## src/rtl/ftdi_proto_pkg.sv

```systemverilog
// Protocol constants and FSM state encoding shared by the FTDI command parser
// and its testbench.
package ftdi_proto_pkg;

  localparam logic [7:0] SYNC_BYTE_DEF = 8'hA5;
  localparam logic [7:0] CMD_WR        = 8'h57;
  localparam logic [7:0] CMD_RD        = 8'h52;
  localparam logic [7:0] ACK           = 8'h06;
  localparam logic [7:0] NAK           = 8'h15;

  typedef enum logic [2:0] {
    ST_IDLE,
    ST_GET_CMD,
    ST_GET_ADDR,
    ST_GET_DATA,
    ST_EXEC,
    ST_SEND_WAIT,
    ST_SEND
  } state_e;

  // Error counter add that sticks at 8'hFF instead of wrapping.
  function automatic logic [7:0] sat_add8(input logic [7:0] a, input logic [1:0] inc);
    logic [8:0] s;
    s = {1'b0, a} + {7'b0, inc};
    return s[8] ? 8'hFF : s[7:0];
  endfunction

endpackage

```

## src/rtl/ftdi_rx_timeout.sv

```systemverilog
// Inter-byte idle counter: clears on clr_i, counts while en_i, and pulses
// expire_o for one cycle on the terminal count unless clr_i wins that cycle.
module ftdi_rx_timeout #(
  parameter int unsigned TIMEOUT_CYCLES = 1000000
) (
  input  logic clk_i,
  input  logic rst_i,
  input  logic clr_i,
  input  logic en_i,
  output logic expire_o
);

  localparam int unsigned   CW   = (TIMEOUT_CYCLES > 1) ? $clog2(TIMEOUT_CYCLES) : 1;
  localparam logic [CW-1:0] TERM = CW'(TIMEOUT_CYCLES - 1);

  logic [CW-1:0] cnt_q, cnt_d;

  always_comb begin
    expire_o = en_i && !clr_i && (cnt_q == TERM);
    cnt_d    = cnt_q;
    if (clr_i || expire_o) begin
      cnt_d = '0;
    end else if (en_i) begin
      cnt_d = cnt_q + 1'b1;
    end
  end

  always_ff @(posedge clk_i or posedge rst_i) begin
    if (rst_i) begin
      cnt_q <= '0;
    end else begin
      cnt_q <= cnt_d;
    end
  end

endmodule

```

## src/rtl/ftdi_cmd_parser.sv

```systemverilog
// Register-access protocol on top of the FTDI byte stream: SYNC/CMD/ADDR[/DATA]
// frames read or write an 8-bit register bank, one reply byte per command.
module ftdi_cmd_parser
  import ftdi_proto_pkg::*;
#(
  parameter int unsigned NUM_REGS       = 8,
  parameter int unsigned TIMEOUT_CYCLES = 1000000,
  parameter logic [7:0]  SYNC_BYTE      = SYNC_BYTE_DEF
) (
  input  logic                  in_clk,
  input  logic                  in_rst,
  input  logic [7:0]            in_rx_data,
  input  logic                  in_rx_ready,
  input  logic                  in_tx_busy,
  output logic [7:0]            out_tx_data,
  output logic                  out_tx_ready,
  output logic [8*NUM_REGS-1:0] out_regs,
  output logic [7:0]            out_err_count
);

  state_e     state_q, state_d;
  logic [7:0] cmd_q, cmd_d;
  logic [7:0] addr_q, addr_d;
  logic [7:0] data_q, data_d;
  logic [7:0] reply_q, reply_d;
  logic [7:0] tx_data_q, tx_data_d;
  logic [7:0] err_q, err_d;
  logic [7:0] regs_q [NUM_REGS];
  logic [7:0] regs_d [NUM_REGS];

  logic       expire;
  logic       in_frame;
  logic       addr_ok;
  logic [7:0] rd_val;
  logic       fsm_err;
  logic       drop_err;

  assign in_frame = (state_q == ST_GET_CMD) || (state_q == ST_GET_ADDR) ||
                    (state_q == ST_GET_DATA);

  ftdi_rx_timeout #(
    .TIMEOUT_CYCLES (TIMEOUT_CYCLES)
  ) u_timeout (
    .clk_i    (in_clk),
    .rst_i    (in_rst),
    .clr_i    (in_rx_ready || (state_q == ST_IDLE)),
    .en_i     (in_frame),
    .expire_o (expire)
  );

  assign addr_ok = (32'(addr_q) < NUM_REGS);

  always_comb begin
    rd_val = '0;
    for (int unsigned k = 0; k < NUM_REGS; k++) begin
      if (addr_q == 8'(k)) rd_val = regs_q[k];
    end
  end

  // Bytes arriving while a command executes or its reply is pending are lost.
  assign drop_err = in_rx_ready && ((state_q == ST_EXEC) || (state_q == ST_SEND_WAIT) ||
                                    (state_q == ST_SEND));

  always_comb begin
    state_d   = state_q;
    cmd_d     = cmd_q;
    addr_d    = addr_q;
    data_d    = data_q;
    reply_d   = reply_q;
    tx_data_d = tx_data_q;
    regs_d    = regs_q;
    fsm_err   = 1'b0;

    case (state_q)
      ST_IDLE: begin
        if (in_rx_ready && (in_rx_data == SYNC_BYTE)) state_d = ST_GET_CMD;
      end
      ST_GET_CMD: begin
        if (in_rx_ready) begin
          cmd_d   = in_rx_data;
          state_d = ST_GET_ADDR;
        end else if (expire) begin
          fsm_err = 1'b1;
          state_d = ST_IDLE;
        end
      end
      ST_GET_ADDR: begin
        if (in_rx_ready) begin
          addr_d  = in_rx_data;
          state_d = (cmd_q == CMD_WR) ? ST_GET_DATA : ST_EXEC;
        end else if (expire) begin
          fsm_err = 1'b1;
          state_d = ST_IDLE;
        end
      end
      ST_GET_DATA: begin
        if (in_rx_ready) begin
          data_d  = in_rx_data;
          state_d = ST_EXEC;
        end else if (expire) begin
          fsm_err = 1'b1;
          state_d = ST_IDLE;
        end
      end
      ST_EXEC: begin
        state_d = ST_SEND_WAIT;
        if ((cmd_q != CMD_WR) && (cmd_q != CMD_RD)) begin
          reply_d = NAK;
          fsm_err = 1'b1;
        end else if (!addr_ok) begin
          reply_d = NAK;
          fsm_err = 1'b1;
        end else if (cmd_q == CMD_WR) begin
          for (int unsigned k = 0; k < NUM_REGS; k++) begin
            if (addr_q == 8'(k)) regs_d[k] = data_q;
          end
          reply_d = ACK;
        end else begin
          reply_d = rd_val;
        end
      end
      ST_SEND_WAIT: begin
        if (!in_tx_busy) begin
          tx_data_d = reply_q;
          state_d   = ST_SEND;
        end
      end
      ST_SEND: begin
        state_d = ST_IDLE;
      end
      default: begin
        state_d = ST_IDLE;
      end
    endcase

    err_d = sat_add8(err_q, {1'b0, fsm_err} + {1'b0, drop_err});
  end

  always_ff @(posedge in_clk or posedge in_rst) begin
    if (in_rst) begin
      state_q   <= ST_IDLE;
      cmd_q     <= '0;
      addr_q    <= '0;
      data_q    <= '0;
      reply_q   <= '0;
      tx_data_q <= '0;
      err_q     <= '0;
      regs_q    <= '{default: '0};
    end else begin
      state_q   <= state_d;
      cmd_q     <= cmd_d;
      addr_q    <= addr_d;
      data_q    <= data_d;
      reply_q   <= reply_d;
      tx_data_q <= tx_data_d;
      err_q     <= err_d;
      regs_q    <= regs_d;
    end
  end

  // Strobe decoded from the state register so reset removes it asynchronously.
  assign out_tx_ready  = (state_q == ST_SEND);
  assign out_tx_data   = tx_data_q;
  assign out_err_count = err_q;

  always_comb begin
    out_regs = '0;
    for (int unsigned k = 0; k < NUM_REGS; k++) begin
      out_regs[8*k +: 8] = regs_q[k];
    end
  end

endmodule
```

## config.mk

```make
export PLATFORM = sky130hd
export DESIGN_NAME = ftdi_cmd_parser
export DESIGN_NICKNAME = d
export VERILOG_FILES = /design/src/rtl/ftdi_proto_pkg.sv /design/src/rtl/ftdi_rx_timeout.sv /design/src/rtl/ftdi_cmd_parser.sv
export SDC_FILE = /design/constraint.sdc
export NUM_CORES = 1
export LEC_CHECK = 0
export ABC_AREA = 0
export CORE_MARGIN = 10
export CORE_UTILIZATION = 49
export CTS_BUF_LIST = sky130_fd_sc_hd__clkbuf_8
export CTS_CLUSTER_DIAMETER = 40
export DETAILED_ROUTE_END_ITERATION = 8
export PLACE_DENSITY = 0.73
export SLEW_MARGIN = 0
export SYNTH_ARGS = -nofsm -noshare
export SYNTH_HDL_FRONTEND = slang
export SYNTH_HIERARCHICAL = 1
export SYNTH_SLANG_ARGS = --single-unit
```

## constraint.sdc

```tcl
create_clock -name in_clk -period 3.3 [get_ports in_clk]
set_clock_uncertainty 0.05 [all_clocks]
set_input_delay 0.33 -clock in_clk [delete_from_list [all_inputs] [get_ports in_clk]]
set_output_delay 0.33 -clock in_clk [all_outputs]
set_load 0.02 [all_outputs]
```

==> out/metrics.cfg <==
[yosys]
synth_flop_cell=dfrtp_1
avgSynthCellArea_sq_um=12.7
synth-compound-area-share=0.0586
synth-simple-area-share=0.131
synth_top_family_by_area=multiplexers
yosysMostFrequentCell=dfrtp_1
yosys.area.top_type=dfrtp_1
synth_edf_count=0
seq_area_frac_synth=0.533
synthCells=501
yosysWarnings=6
synth_mux_area_frac=0.224
netlist_top_cells_area=dfrtp_1, mux2_2, mux4_2
ys_ff_latch=135
syn_area_sq_um=6340
synth_xor_area_frac=0.0235
synth_adder_area_share=0.00710
ys_types=57
ys_async_sr_fraction=1.00
yosysTopAreaCellShare=0.533
synth_common_cells=dfrtp_1, mux2_2, nor2_1
synth_nets=516

[power]
netSwitchingFraction=0.331
power.density_nw_per_um2=611
peakVddDrop_uv=531
p_int_mw=3.22
p_leak_nw=3.43
clockPowerShare=0.296
p_total_mw=4.82
p_switching_mw=1.60
pwr-share-seq=0.451
power_frac_comb=0.253

[die]
row_count=41
initial_utilization=0.501
die_area_sq_um=17900
dieWidth_um=134
num_io_pins=93
die_h_um=134
core_area_sq_um=12700

[detailed_routing]
finalWirelength_um=15600
drc=0
first_pass_iters=4
drt_iter0_drc=292
via_per_inst=5.66
ant_nets=0
vias=4445
wl_per_cell_um=19.8

[cells_and_area]
nets=615
num_antenna_cells=0
nFillCells=1015
final_core_util=0.622
drive_gt1_frac=0.279
layout.cells.non_filler=785
area_growth_pct=24.2
final_area_sq_um=7880

[sta]
hold_viol=0
finalCritPeriodShare=0.898
slew_headroom=0.460
rsz0062_at_grt=false
setup_ws_ns=0.337
drv_slew=0
hold_ws_ns=0.332
finalSetupTns_ns=0
setup_viol=0
fin_crit_ns=2.96
clock.fmax_mhz=338
worstMarginPinSlew_ns=0.807

[clock_tree]
clkSinkCount=135
numCtsBuffers=17
postCtsHoldBufs=0
clk_pin_slew_ns=0.07
cts_tree=yes
htreeDepth=4
postCtsSetupBuffers=0
clock_path_buffers=2
cts_resized=0
root_buffer=clkbuf_8
clock_latency_ns=0.45

[setup_path]
path_cells=ha_1, nand4_4, or2_4, nor3_1, a31oi_1, fa_1, nor2b_1, nand4_1, xor2_1, nand2_1
cp.arrival_ns=3.24
r2r_slack_ns=0.34
crit_fanout=7
r2r_cells=10
cp_slowest_cell=fa_1
slowest_delay_ns=0.45
cp-start-kind=register
end_kind=register
crit_required_ns=3.58
critPathKind=reg2reg

[grt]
grt_max_degree=116
grt_overflow_total=0
grtUsageTotal=0.180
first_global_vias=4611
grt_pass1_wl_um=25400
antenna_found_initial=0

[flow_run]
drv_cap=0

[placed_design]
dp.cells=753
port_buffers=92
pre_cts_slack_ns=0.0952
post-dp-hpwl_um=11000
gp_congestion=0.825
placedInstanceArea_sq_um=7460

[hold_path]
hold_path.class=in2async

[outcome]
status=complete, no violations

-- layout make-up --
| cell class | count | area, sq um | area share |
|---|---|---|---|
| timing repair buffer | 102 | 1010 | 0.128 |
| clock buffer | 19 | 262 | 0.0332 |
| tap | 172 | 215 | 0.0273 |
| inverter | 9 | 37.5 | 0.00476 |
| multi-input combinational | 335 | 2820 | 0.358 |
| clock inverter | 13 | 155 | 0.0197 |
| sequential | 135 | 3380 | 0.429 |
-- kinds of logic after synthesis --
group           Yosys count
compound gates           57
xor+xnor                 17
fa+ha+maj                 3
buf+inv                  31
flops                   135
mux                     118
simple gates            140
-- sequential cells by signal, indices dropped and copies added (netlist names) --
| name | flops |
|---|---|
| out_err_count | 8 |
| state_q | 3 |
| data_q | 8 |
| addr_q | 8 |
| cmd_q | 8 |
| out_regs | 64 |
| out_tx_data | 8 |
| reply_q | 8 |
| u_timeout/cnt_q | 20 |
-- layer usage --
metal | vias up | part of all wire | track usage
li1 | 2041 | - | -
met1 | 2267 | 0.44 | 0.228
met2 | 112 | 0.49 | 0.282
met3 | 25 | 0.058 | 0.0571
met4 | 0 | 0.016 | 0.0665
met5 | - | 0 | 0
-- placed cells by master, fill, tap and decap left out, drive strengths merged, types with 4 or more instances in the layout --
master and count:
mux4 9, nor4b 5, xor2 7, buf 10
nand3 17, mux2i 8, and3 6, dfrtp 135
clkdlybuf4s50 92, nor2b 9, nand4 12, nand2 28
a31oi 4, mux2 101, inv 11, o21ai 23
o211ai 4, clkbuf 19, clkinvlp 5, nor2 30
xnor2 10, nor3 5, nand3b 5, a21oi 9
o221ai 4, nor4 8
-- power by group through the flow --
stage | sequential [mW] | clock [mW] | combinational [mW]
final | 2.17 | 1.43 | 1.22
after global routing | 2.22 | 1.52 | 1.34
after CTS | 2.17 | 1.45 | 1.23
after detailed placement | 2.20 | 0 | 1.21
after global placement | 2.19 | 0 | 1.18
after floorplan | 2.14 | 0 | 0.860
-- worst paths after layout --
check	from	endpoint
worst max-delay path	u_timeout/cnt_q[0]	out_err_count[5]
worst min-delay path	in_rst	out_tx_data[0]
worst max register to register	u_timeout/cnt_q[0]	out_err_count[5]
worst min register to register	reply_q[3]	reply_q[3]
max in group asynchronous	in_rst	out_err_count[6]
min in group in_clk	reply_q[3]	reply_q[3]
-- critical path, delay by kind of cell (launching register included) --
family / cells / cell delay, ns
xor+xnor: 1 / 0.17
simple gates: 6 / 1.34
compound gates: 1 / 0.19
fa+ha+maj: 2 / 0.68
flops: 1 / 0.40
Note: power is estimated with default switching activity, not from simulation.
